$ cat src/rtl/riscv_ram_burst_loader.sv
// riscv_ram_burst_loader
// Accepts host AXI4 write bursts, checks each one against the core RAM window,
// and replays the accepted beats as single-beat aw/w transfers on the core RAM
// load port. The loader returns one B response per burst.
// Optional statistics counters (beat_cnt, err_cnt) are built only when the
// macro RAM_LOADER_STATS_EN is defined. Otherwise both outputs are tied to zero.
module riscv_ram_burst_loader #(
    parameter int                     DATA_W      = 512,
    parameter int                     RAM_ADDR_W  = 15,
    parameter int                     HOST_ADDR_W = 64,
    parameter int                     ID_W        = 12,
    parameter int                     LEN_W       = 8,
    parameter logic [HOST_ADDR_W-1:0] BASE_ADDR   = {HOST_ADDR_W{1'b0}}
) (
    input  logic                   axi4_mm_clk,
    input  logic                   axi4_mm_rst,
    input  logic                   load_en,
    input  logic                   s_awvalid,
    output logic                   s_awready,
    input  logic [HOST_ADDR_W-1:0] s_awaddr,
    input  logic [ID_W-1:0]        s_awid,
    input  logic [LEN_W-1:0]       s_awlen,
    input  logic [2:0]             s_awsize,
    input  logic                   s_wvalid,
    output logic                   s_wready,
    input  logic [DATA_W-1:0]      s_wdata,
    input  logic [DATA_W/8-1:0]    s_wstrb,
    input  logic                   s_wlast,
    output logic                   s_bvalid,
    input  logic                   s_bready,
    output logic [ID_W-1:0]        s_bid,
    output logic [1:0]             s_bresp,
    output logic                   ram_aw_valid,
    input  logic                   ram_aw_ready,
    output logic [RAM_ADDR_W-1:0]  ram_aw_addr,
    output logic                   ram_w_valid,
    input  logic                   ram_w_ready,
    output logic [DATA_W-1:0]      ram_w_data,
    output logic [DATA_W/8-1:0]    ram_w_strb,
    output logic                   busy,
    output logic [31:0]            beat_cnt,
    output logic [15:0]            err_cnt
);

    localparam int BEAT_BYTES = DATA_W / 8;
    localparam int BEAT_SHIFT = $clog2(BEAT_BYTES);
    localparam int STRB_W     = DATA_W / 8;
    localparam int CNT_W      = LEN_W + 1;
    localparam int BOUND_W    = RAM_ADDR_W + LEN_W + 1;

    localparam logic [1:0]            RESP_OKAY    = 2'b00;
    localparam logic [1:0]            RESP_SLVERR  = 2'b10;
    localparam logic [BOUND_W-1:0]    WINDOW_BYTES = BOUND_W'(1) << RAM_ADDR_W;
    localparam logic [RAM_ADDR_W-1:0] BEAT_STEP    = RAM_ADDR_W'(BEAT_BYTES);
    localparam logic [RAM_ADDR_W-1:0] ALIGN_MASK   = ~RAM_ADDR_W'(BEAT_BYTES - 1);

    typedef enum logic [1:0] {
        ST_IDLE  = 2'd0,
        ST_DATA  = 2'd1,
        ST_DRAIN = 2'd2,
        ST_RESP  = 2'd3
    } state_t;

    state_t                  state_r;
    logic [ID_W-1:0]         id_r;
    logic [CNT_W-1:0]        remaining_r;   // beats still to be written to RAM
    logic [CNT_W-1:0]        w_left_r;      // beats still to be accepted from host
    logic [RAM_ADDR_W-1:0]   off_r;         // RAM offset of the buffered beat
    logic                    err_r;
    logic                    bad_last_r;
    logic                    buf_valid_r;
    logic                    aw_done_r;
    logic                    w_done_r;
    logic                    s_awready_r;
    logic                    s_bvalid_r;
    logic [ID_W-1:0]         s_bid_r;
    logic [1:0]              s_bresp_r;
    logic                    ram_aw_valid_r;
    logic [RAM_ADDR_W-1:0]   ram_aw_addr_r;
    logic                    ram_w_valid_r;
    logic [DATA_W-1:0]       ram_w_data_r;
    logic [STRB_W-1:0]       ram_w_strb_r;
    logic                    busy_r;

    logic [HOST_ADDR_W-1:0]  rel_addr_s;
    logic [RAM_ADDR_W-1:0]   start_off_s;
    logic [BOUND_W-1:0]      end_bound_s;
    logic                    below_base_s;
    logic                    addr_hi_s;
    logic                    aw_err_s;
    logic                    aw_fire_s;
    logic                    ram_aw_fire_s;
    logic                    ram_w_fire_s;
    logic                    beat_done_s;
    logic                    s_wready_s;
    logic                    w_fire_s;
    logic                    last_exp_s;

    // Window check for the incoming burst, evaluated every cycle and used on AW acceptance.
    always_comb begin
        rel_addr_s   = s_awaddr - BASE_ADDR;
        below_base_s = (s_awaddr < BASE_ADDR);
        start_off_s  = rel_addr_s[RAM_ADDR_W-1:0] & ALIGN_MASK;
        addr_hi_s    = |rel_addr_s[HOST_ADDR_W-1:RAM_ADDR_W];
        end_bound_s  = BOUND_W'(start_off_s)
                     + ((BOUND_W'(s_awlen) + BOUND_W'(1)) << BEAT_SHIFT);
        aw_err_s     = !load_en
                     || (s_awsize != 3'(BEAT_SHIFT))
                     || below_base_s
                     || addr_hi_s
                     || (end_bound_s > WINDOW_BYTES);
    end

    // Handshake decode, beat completion and host write-ready generation.
    always_comb begin
        aw_fire_s     = s_awvalid && s_awready_r;
        ram_aw_fire_s = ram_aw_valid_r && ram_aw_ready;
        ram_w_fire_s  = ram_w_valid_r && ram_w_ready;
        beat_done_s   = (state_r == ST_DATA) && buf_valid_r
                     && (aw_done_r || ram_aw_fire_s)
                     && (w_done_r || ram_w_fire_s);
        last_exp_s    = (w_left_r == CNT_W'(1));
        case (state_r)
            ST_DATA:  s_wready_s = (w_left_r != CNT_W'(0)) && (!buf_valid_r || beat_done_s);
            ST_DRAIN: s_wready_s = 1'b1;
            default:  s_wready_s = 1'b0;
        endcase
        w_fire_s = s_wvalid && s_wready_s;
    end

    // Burst FSM: AW capture, single-entry beat buffer, drain of rejected bursts, and B response.
    always_ff @(posedge axi4_mm_clk) begin
        if (axi4_mm_rst) begin
            state_r        <= ST_IDLE;
            id_r           <= {ID_W{1'b0}};
            remaining_r    <= {CNT_W{1'b0}};
            w_left_r       <= {CNT_W{1'b0}};
            off_r          <= {RAM_ADDR_W{1'b0}};
            err_r          <= 1'b0;
            bad_last_r     <= 1'b0;
            buf_valid_r    <= 1'b0;
            aw_done_r      <= 1'b0;
            w_done_r       <= 1'b0;
            s_awready_r    <= 1'b1;
            s_bvalid_r     <= 1'b0;
            s_bid_r        <= {ID_W{1'b0}};
            s_bresp_r      <= RESP_OKAY;
            ram_aw_valid_r <= 1'b0;
            ram_aw_addr_r  <= {RAM_ADDR_W{1'b0}};
            ram_w_valid_r  <= 1'b0;
            ram_w_data_r   <= {DATA_W{1'b0}};
            ram_w_strb_r   <= {STRB_W{1'b0}};
            busy_r         <= 1'b0;
        end else begin
            case (state_r)
                ST_IDLE: begin
                    if (aw_fire_s) begin
                        id_r        <= s_awid;
                        remaining_r <= CNT_W'(s_awlen) + CNT_W'(1);
                        w_left_r    <= CNT_W'(s_awlen) + CNT_W'(1);
                        off_r       <= start_off_s;
                        err_r       <= aw_err_s;
                        bad_last_r  <= 1'b0;
                        buf_valid_r <= 1'b0;
                        aw_done_r   <= 1'b0;
                        w_done_r    <= 1'b0;
                        s_awready_r <= 1'b0;
                        busy_r      <= 1'b1;
                        state_r     <= aw_err_s ? ST_DRAIN : ST_DATA;
                    end
                end
                ST_DATA: begin
                    if (w_fire_s) begin
                        w_left_r <= w_left_r - CNT_W'(1);
                        if (s_wlast != last_exp_s) begin
                            bad_last_r <= 1'b1;
                        end
                    end
                    if (beat_done_s) begin
                        off_r       <= off_r + BEAT_STEP;
                        remaining_r <= remaining_r - CNT_W'(1);
                        aw_done_r   <= 1'b0;
                        w_done_r    <= 1'b0;
                        if (w_fire_s) begin
                            buf_valid_r    <= 1'b1;
                            ram_aw_valid_r <= 1'b1;
                            ram_w_valid_r  <= 1'b1;
                            ram_aw_addr_r  <= off_r + BEAT_STEP;
                            ram_w_data_r   <= s_wdata;
                            ram_w_strb_r   <= s_wstrb;
                        end else begin
                            buf_valid_r    <= 1'b0;
                            ram_aw_valid_r <= 1'b0;
                            ram_w_valid_r  <= 1'b0;
                        end
                        if (remaining_r == CNT_W'(1)) begin
                            state_r    <= ST_RESP;
                            s_bvalid_r <= 1'b1;
                            s_bid_r    <= id_r;
                            s_bresp_r  <= (err_r || bad_last_r) ? RESP_SLVERR : RESP_OKAY;
                        end
                    end else begin
                        if (ram_aw_fire_s) begin
                            ram_aw_valid_r <= 1'b0;
                            aw_done_r      <= 1'b1;
                        end
                        if (ram_w_fire_s) begin
                            ram_w_valid_r <= 1'b0;
                            w_done_r      <= 1'b1;
                        end
                        if (w_fire_s) begin
                            buf_valid_r    <= 1'b1;
                            ram_aw_valid_r <= 1'b1;
                            ram_w_valid_r  <= 1'b1;
                            ram_aw_addr_r  <= off_r;
                            ram_w_data_r   <= s_wdata;
                            ram_w_strb_r   <= s_wstrb;
                        end
                    end
                end
                ST_DRAIN: begin
                    if (w_fire_s) begin
                        w_left_r <= w_left_r - CNT_W'(1);
                        if (w_left_r == CNT_W'(1)) begin
                            state_r    <= ST_RESP;
                            s_bvalid_r <= 1'b1;
                            s_bid_r    <= id_r;
                            s_bresp_r  <= RESP_SLVERR;
                        end
                    end
                end
                ST_RESP: begin
                    if (s_bready) begin
                        s_bvalid_r  <= 1'b0;
                        s_awready_r <= 1'b1;
                        busy_r      <= 1'b0;
                        state_r     <= ST_IDLE;
                    end
                end
                default: begin
                    state_r     <= ST_IDLE;
                    s_awready_r <= 1'b1;
                    busy_r      <= 1'b0;
                end
            endcase
        end
    end

`ifdef RAM_LOADER_STATS_EN
    logic [31:0] beat_cnt_r;
    logic [15:0] err_cnt_r;

    // Statistics: beats written to RAM (wrapping) and SLVERR responses (saturating).
    always_ff @(posedge axi4_mm_clk) begin
        if (axi4_mm_rst) begin
            beat_cnt_r <= 32'd0;
            err_cnt_r  <= 16'd0;
        end else begin
            if (beat_done_s) begin
                beat_cnt_r <= beat_cnt_r + 32'd1;
            end
            if (s_bvalid_r && s_bready && (s_bresp_r == RESP_SLVERR)
                && (err_cnt_r != 16'hFFFF)) begin
                err_cnt_r <= err_cnt_r + 16'd1;
            end
        end
    end

    assign beat_cnt = beat_cnt_r;
    assign err_cnt  = err_cnt_r;
`else
    assign beat_cnt = 32'd0;
    assign err_cnt  = 16'd0;
`endif

    assign s_awready    = s_awready_r;
    assign s_wready     = s_wready_s;
    assign s_bvalid     = s_bvalid_r;
    assign s_bid        = s_bid_r;
    assign s_bresp      = s_bresp_r;
    assign ram_aw_valid = ram_aw_valid_r;
    assign ram_aw_addr  = ram_aw_addr_r;
    assign ram_w_valid  = ram_w_valid_r;
    assign ram_w_data   = ram_w_data_r;
    assign ram_w_strb   = ram_w_strb_r;
    assign busy         = busy_r;

endmodule

$ cat config.mk
export PLATFORM = sky130hd
export DESIGN_NAME = riscv_ram_burst_loader
export DESIGN_NICKNAME = d
export VERILOG_FILES = /design/src/rtl/riscv_ram_burst_loader.sv
export SDC_FILE = /design/constraint.sdc
export NUM_CORES = 1
export LEC_CHECK = 0
export ABC_AREA = 1
export CAP_MARGIN = 25
export CORE_AREA = 4 4 521 523
export CTS_CLUSTER_DIAMETER = 40
export DETAILED_ROUTE_END_ITERATION = 12
export DIE_AREA = 0 0 525 527
export HOLD_SLACK_MARGIN = 0.06
export SYNTH_ARGS = -nofsm -noshare
export SYNTH_HDL_FRONTEND = slang
export SYNTH_SLANG_ARGS = --single-unit
$ cat constraint.sdc
create_clock -name axi4_mm_clk -period 6.75 [get_ports axi4_mm_clk]
set_input_delay 0.675 -clock axi4_mm_clk [delete_from_list [all_inputs] [get_ports axi4_mm_clk]]
set_output_delay 0.675 -clock axi4_mm_clk [all_outputs]
set_load 0.005 [all_outputs]
Word level (Yosys, flattened, before mapping)
Cells that the tools add are included.

Flip-flop bits (word level): 662. Input bits: 672. Output and inout bits: 659.

Add/sub/neg operators: 6. Magnitude comparators: 2. Eq/ne operators: 19. Multiplexer cells: 61. Reduce and logical (&&, ||, !) cells: 43.

Operators by type and width (number): 2-to-1 mux 15 bit (5); < comparator 64 x 1 -> 1 bit, second input constant (1); OR reduction 49 bit (1); 2-to-1 mux 12 bit (4); case mux 9 bit (2 select lines) (2); case mux 15 bit (2 select lines) (1); 2-to-1 mux 9 bit (3); 2-to-1 mux 2 bit (12); case mux 12 bit (2 select lines) (1); 2-to-1 mux 1 bit (23); adder 8 x 1 -> 9 bit, second input constant (2); == test 9 x 1 -> 1 bit, second input constant (2); AND reduction 3 bit (6); subtractor 9 x 1 -> 9 bit, second input constant (2); adder 15 x 15 -> 16 bit (1); > comparator 16 bit, second input constant (1); adder 15 x 7 -> 15 bit, second input constant (1); case mux 1 bit (2 select lines) (7); != test 2 bit, second input constant (6); != test 3 bit, second input constant (4); AND reduction 6 bit (2); nonzero test 3 bit (3); nonzero test 9 bit (1); logical AND 1 bit (8); other kinds (15) (32).

Logic depth before layout (Yosys ltp)
Gate-level depths: netlist of run 1.

Depth after elaboration: 11. Mapped depth: 21. Depth with buffers taken out: 21.

Least setup slack after synthesis of run 1
No wires, ideal clock.

Kind: input -> register. Start point: in s_awlen[0]. End point: reg err_r. Setup time: 114 ps. Arrival: 2480 ps. Data required time: 6636 ps. Setup slack: 4156 ps. Stages on the path: 18. Path through: inv_1 nor2_1 nand2_1 nor3_1 nand2_1 xor2_1 inv_1 ha_1 nand2_1 inv_1 a21oi_1 nand3_1 nand2_1 nand4_1 nand2_1 nand2_1 o21bai_1 inv_1.

Word-level cells in the longest chain between the ends: 4.

Ends and longest elaborated chain: start, declared (line 22) `input logic [LEN_W-1:0] s_awlen,`; adder 8 x 1 -> 9 bit (line 106) `+ ((BOUND_W'(s_awlen) + BOUND_W'(1)) << BEAT_SHIFT);`; adder 15 x 15 -> 16 bit (line 106); > comparator 16 bit (line 111) `|| (end_bound_s > WINDOW_BYTES);`; logical OR 1 bit (line 111); end signal, assigned (line 162) `err_r <= aw_err_s;`; end, declared (line 69) `logic err_r;`.

No other way between the ends. A chain may end at the register's enable or synchronous reset.

Worst setup path after layout of run 1
Start point: reg state_r[0]. End point: out s_wready.

Word-level cells in the longest chain between the ends: 7.

Ends and longest elaborated chain: start, declared (line 64) `state_t state_r;`; start signal, assigned (line 169) `state_r <= aw_err_s ? ST_DRAIN : ST_DATA;`; == test 2 x 1 -> 1 bit (line 119, 123); logical AND 1 bit (line 119) `beat_done_s = (state_r == ST_DATA) && buf_valid_r`; logical AND 1 bit (line 120) `&& (aw_done_r || ram_aw_fire_s)`; logical AND 1 bit (line 121) `&& (w_done_r || ram_w_fire_s);`; logical OR 1 bit (line 124) `ST_DATA: s_wready_s = (w_left_r != CNT_W'(0)) && (!buf_valid_r || beat_done_s);`; logical AND 1 bit (line 124); case mux 1 bit (2 select lines) (*) (line 123) `case (state_r)`; end, declared (line 25) `output logic s_wready,`.

Every way passes the cells marked *; elsewhere a longest branch is shown, timed or not.

==> results of run 1 <==
==> power groups by stage <==
stage / Clock (µW) / Combinational (µW) / Sequential (µW)
4_1_cts: 8900 / 1670 / 4130
3_5_place_dp: 0 / 1660 / 4200
5_1_grt: 9050 / 1860 / 4150
2_1_floorplan: 0 / 790 / 4190
3_3_place_gp: 0 / 1660 / 4200
6_report: 8620 / 1660 / 4140
==> worst max-delay path, cell delays in order, from the launching register on <==
cell and delay (ns):
dfxtp_1 0.39, inv_1 0.10, ha_1 0.61, clkinv_1 0.43
a21oi_1 0.28, clkdlybuf4s50_1 0.70
==> cells in the mapped netlist (27+ instances only) <==
cell and n:
nand2_1 132, a21oi_1 29, o21ai_1 406, buf_4 58, nand3_1 28, o21ai_0 252
inv_1 82, buf_6 39, dfxtp_1 649, buf_2 27, clkbuf_1 139, nor2_1 1270
==> cell type report <==
cell class	instances	area, µm²	share of cell area
flip-flops and latches	649	13000	0.278
repair buffers	1291	13000	0.278
multi-input cells	2273	9920	0.212
well taps	3552	4440	0.0950
clock buffers	196	4400	0.0940
clock inverters	99	1560	0.0333
inverters	88	345	0.00738
diodes	49	123	0.00262
==> worst max path at each step <==
stage | from | endpoint | cells after the start
finish | state_r[0] | s_wready | 5
global route | state_r[0] | s_wready | 5
CTS | state_r[0] | s_wready | 5
detailed placement | ram_w_ready | ram_w_data[476] | 14
global placement | ram_w_ready | ram_w_data[476] | 14
floorplan | s_awlen[0] | err_r | 18
==> sequential cells by signal, summed over array words and instances (netlist names) <==
| register | flops |
|---|---|
| ram_aw_valid | 1 |
| ram_w_valid | 1 |
| ram_w_strb | 64 |
| remaining_r | 9 |
| s_bresp | 1 |
| err_r | 1 |
| state_r | 2 |
| buf_valid_r | 1 |
| ram_w_data | 512 |
| ram_aw_addr | 9 |
| s_awready | 1 |
| bad_last_r | 1 |
| busy | 1 |
| w_left_r | 9 |
| id_r | 12 |
| s_bid | 12 |
| s_bvalid | 1 |
| aw_done_r | 1 |
| off_r | 9 |
| w_done_r | 1 |
==> metrics by stage <==
step                      worst slack [ns]  instance area [µm²]
after detailed placement              2.70                40700
after CTS                             2.64                46600
after global routing                  2.48                46700
after global placement                2.71                40700
final                                 2.79                46800
after floorplan                       4.16                24800
==> cells by family (layout without fill, tap and decap cells) <==
family / count (synthesis) / count (layout) / synth area share
AND/OR/NAND/NOR: 1465 / 1465 / 0.229
AO/OA/AOI/OAI: 711 / 711 / 0.146
flip-flops: 649 / 649 / 0.527
buffers and inverters: 355 / 1674 / 0.0782
adder cells (fa/ha/maj): 23 / 23 / 0.0120
XOR/XNOR: 17 / 17 / 0.00605
multiplexers: 2 / 2 / 0.000813
other: 1 / 104 / 0.000152
==> routing by layer <==
layer | global-route usage | part of all wire | up-vias
met5 | 0 | 0.0056 | -
met2 | 0.188 | 0.41 | 1489
met3 | 0.113 | 0.18 | 502
met4 | 0.0705 | 0.058 | 164
met1 | 0.128 | 0.35 | 12300
li1 | - | - | 12900
==> impl_metrics.csv, run 1 <==
group,metric,value,unit
synthesis,synth_top_area_frac,0.527,
setup_path,path_class,"reg2out",
timing,fin_skew,0.0678,ns
placed_design,dpl.cell_count,7852,
route,wl,190000,µm
power,internal-power,10700,µW
grt,gr-usage-all-layers,0.131,
cts,tritoncts,"built",
setup_path,required,6.07,ns
setup_path,reg2reg_depth,14,
route,drc_errors,0,
placed_design,dp_hpwl,154000,µm
timing,setup_violations,0,
power,clkPwrFrac,0.598,
power,sequentialPowerShare,0.287,
cts,insertion_delay,0.81,ns
synthesis,synth_ff_type,"dfxtp_1",
cts,post_cts_buffers,0,
power,p_leak,0.0185,µW
grt,grt_max_degree,194,
cts,cts_buffers,164,
min_path,hold_end,"ram_w_data[424]",
timing,fmax,0.253,GHz
floorplanning,die_h,527,µm
timing,finalSetupTns,0,ns
power,peakVddDrop,181,µV
timing,period_share,0.586,
floorplanning,start_util,0.0923,
power,swShare,0.257,
floorplanning,row_count,190,
final_layout,fin_util,0.175,
timing,slew_viol_final,0,
timing,fin_crit,3.96,ns
synthesis,yosys_warnings,0,
synthesis,yosysSeqAreaShare,0.527,
power,power_density,308,mW/mm²
min_path,hold_class,"in2reg",
timing,worst_pin_slew,1.09,ns
synthesis,synthTopCellsByArea,"dfxtp_1 (53%), nor2_1 (19%), o21ai_1 (8.2%)",
timing,holdWs,0.452,ns
cts,hold_buffers,0,
timing,timing_hold_violations_final,0,
floorplanning,dieArea,0.277,mm²
cts,cts_resized,0,
final_layout,fillCellCount,30000,
setup_path,reg2reg_to,"ram_w_strb[49]",
flow_run,drv_cap,0,
route,drt_pass1_iterations,5,
grt,grt_pass1_vias,26200,
min_path,holdCritStartpoint,"s_wdata[424]",
route,ant_nets,0,
floorplanning,coreArea,0.267,mm²
power,comb_power_share,0.115,
timing,relSlewSlack,0.275,
setup_path,cp_max_fo,16,
placed_design,place.gp.congestion,0.894,
synthesis,syn_area,0.0246,mm²
grt,grt_overflow_total,0,
synthesis,synth.distinct_cells,42,
final_layout,final_cells,8197,
cts,htree_levels,4,
final_layout,final_layout_size_suffix_gt1_frac,0.0683,
route,vias,27300,
setup_path,endpoint_kind,"output pin",
cts,clkTransAtPathRegs,0.05,ns
status,outcome,"finished clean",
final_layout,final_net_count,5162,
cts,clockBufferDepth,4,
placed_design,port_buffers,1269,
final_layout,layout_common_cells,"nor2_1 (1269), clkdlybuf4s50_1 (1269), dfxtp_1 (649)",
floorplanning,io_pins,1331,
setup_path,cp-start-kind,"flip-flop",
setup_path,arrival,3.28,ns
synthesis,async_flop_share,0,
timing,rsz0062_at_grt,"no",
route,avgRoutedWirePerCell,23.2,µm
floorplanning,die_w,525,µm
synthesis,synth-edff-count,0,
synthesis,ys_ff_latch,649,
cts,root_buffer,"clkbuf_16",
synthesis,syn_inst,3223,
synthesis,synth_top_cell_by_area,"dfxtp_1",
power,power,14400,µW
cts,cts_sinks,649,
route,drt_iter0_drc,1578,
final_layout,syn_to_final_growth,89.9,%
setup_path,r2r_slack,3.08,ns
grt,grt_first_pass_wirelength,244000,µm
grt,antenna_found_initial,233,
power,p_sw,3700,µW
setup_path,reg2reg_from,"state_r[1]",
route,routed_via_density,3.33,
synthesis,synth.avg_cell_area,7.64,µm²
min_path,hold_depth,3,
(Power assumes the default switching activity.)
==> inputs of run 2 (changes only) <==
Clock period 6.75 ns to 3.3 ns, I/O delays scaled along.
==> run 2 against run 1 <==
Combinational power rose by 120%. Critical path depth did not move. Via count rose by 4.1%. Worst hold slack got worse by 0.31 ns. Sequential cell count did not move. Clock power rose by 83%. Register-to-register slack got worse by 2.4 ns. Critical path type unchanged. Sequential power rose by 100%. First-iteration DRC count rose by 0.82%. Utilization rose by 0.82 points.
==> impl_metrics.csv, run 2 (synthesis results as in run 1) <==
group,metric,value,unit
route,drt_pass1_iterations,5,
final_layout,final_area,0.0490,mm²
route,drt_iter0_drc,1591,
route,avgRoutedWirePerCell,22.4,µm
timing,fmax,0.344,GHz
timing,rsz0062_at_grt,"no",
setup_path,path_class,"reg2out",
placed_design,dp_hpwl,157000,µm
cts,insertion_delay,0.81,ns
floorplanning,io_pins,1331,
setup_path,required,2.97,ns
floorplanning,die_h,527,µm
power,peakVddDrop,405,µV
timing,relSlewSlack,0.466,
route,routed_via_density,3.36,
timing,fin_crit,2.91,ns
timing,fin_skew,0.0725,ns
final_layout,fillCellCount,29800,
timing,setup_violations,0,
final_layout,final_cells,8458,
final_layout,final_layout_size_suffix_gt1_frac,0.0867,
placed_design,dpl.cell_count,7982,
power,power_density,571,mW/mm²
cts,root_buffer,"clkbuf_16",
placed_design,place.gp.congestion,0.914,
cts,clkTransAtPathRegs,0.05,ns
min_path,hold_class,"in2reg",
floorplanning,coreArea,0.267,mm²
route,ant_nets,0,
final_layout,layout_common_cells,"nor2_1 (1269), clkdlybuf4s50_1 (1268), dfxtp_1 (649)",
setup_path,endpoint_kind,"output pin",
grt,grt_first_pass_wirelength,246000,µm
final_layout,area.sequential,0.0130,mm²
power,p_leak,0.0196,µW
final_layout,multiInputGateArea,0.00993,mm²
final_layout,final_net_count,5444,
cts,cts_buffers,149,
timing,slew_viol_final,0,
floorplanning,dieArea,0.277,mm²
setup_path,cp_max_fo,16,
status,outcome,"finished clean",
setup_path,arrival,2.58,ns
floorplanning,row_count,190,
timing,worst_pin_slew,0.801,ns
timing,timing_hold_violations_final,0,
grt,antenna_found_initial,209,
cts,cts_sinks,649,
final_layout,syn_to_final_growth,98.8,%
grt,gr-usage-all-layers,0.130,
cts,clockBufferDepth,4,
grt,grt_overflow_total,0,
cts,htree_levels,4,
flow_run,drv_cap,0,
power,power,28000,µW
placed_design,port_buffers,1269,
grt,grt_pass1_vias,27800,
setup_path,cp-start-kind,"flip-flop",
floorplanning,die_w,525,µm
final_layout,final_common_cell,"nor2_1",
grt,grt_max_degree,140,
cts,tritoncts,"built",
floorplanning,start_util,0.0923,
final_layout,largest_reg_flops,512,
route,vias,28400,
route,wl,189000,µm
route,drc_errors,0,
placed_design,place_area,0.0419,mm²
timing,period_share,0.881,
run 2: area by class of cell:
type	instances	area share
repair buffers	1588	0.324
flip-flops and latches	649	0.265
multi-input cells	2273	0.203
well taps	3552	0.0908
clock buffers	183	0.0833
clock inverters	85	0.0249
inverters	88	0.00705
diodes	40	0.00204
run 2: final timing paths:
kind                     start               to  slack, ns  cells past startpoint
hold reg to reg       w_done_r         w_done_r       0.46                      2
hold / removal    s_wdata[472]  ram_w_data[472]       0.14                      3
setup / recovery    state_r[1]         s_wready       0.39                      5
setup reg to reg    state_r[1]   ram_w_data[49]       0.67                     12
run 2: repair_timing:
item | 4_1_cts | 5_1_grt
setup buffers | 0 | 0
gates resized for setup | 0 | 1
hold buffers | 168 | 0
endpoints found under the hold margin | 168 | 0
endpoints found under the setup margin | 0 | 1
run 2: where the power goes:
part	internal [µW]	switching [µW]
Clock	10500	5330
Sequential	8230	242
Combinational	1790	1920
run 2: metal layers:
| layer | vias up | track usage | routed length (µm) |
|---|---|---|---|
| met5 | - | 0 | 1040 |
| li1 | 13400 | - | - |
| met3 | 478 | 0.0914 | 29200 |
| met4 | 158 | 0.0558 | 8680 |
| met2 | 1552 | 0.197 | 79800 |
| met1 | 12800 | 0.139 | 70700 |
run 2: per-stage QoR:
| step | util | worst slack (ns) | TNS [ns] | hold WS (ns) |
|---|---|---|---|---|
| after CTS | 0.183 | 0.103 | 0 | 0.0601 |
| after floorplan | - | 1.05 | 0 | 0.432 |
| after detailed placement | 0.157 | 0.103 | 0 | 0.450 |
| after global placement | 0.157 | -0.0252 | -0.0252 | 0.448 |
| final | 0.183 | 0.392 | 0 | 0.137 |
| after global routing | 0.183 | 0.138 | 0 | 0.106 |
run 2: worst max-delay path, cell delays in order (launching register included):
cell	delay, ns
dfxtp_1	0.38
inv_1	0.10
ha_2	0.53
clkinv_1	0.37
a21oi_1	0.26
buf_4	0.19
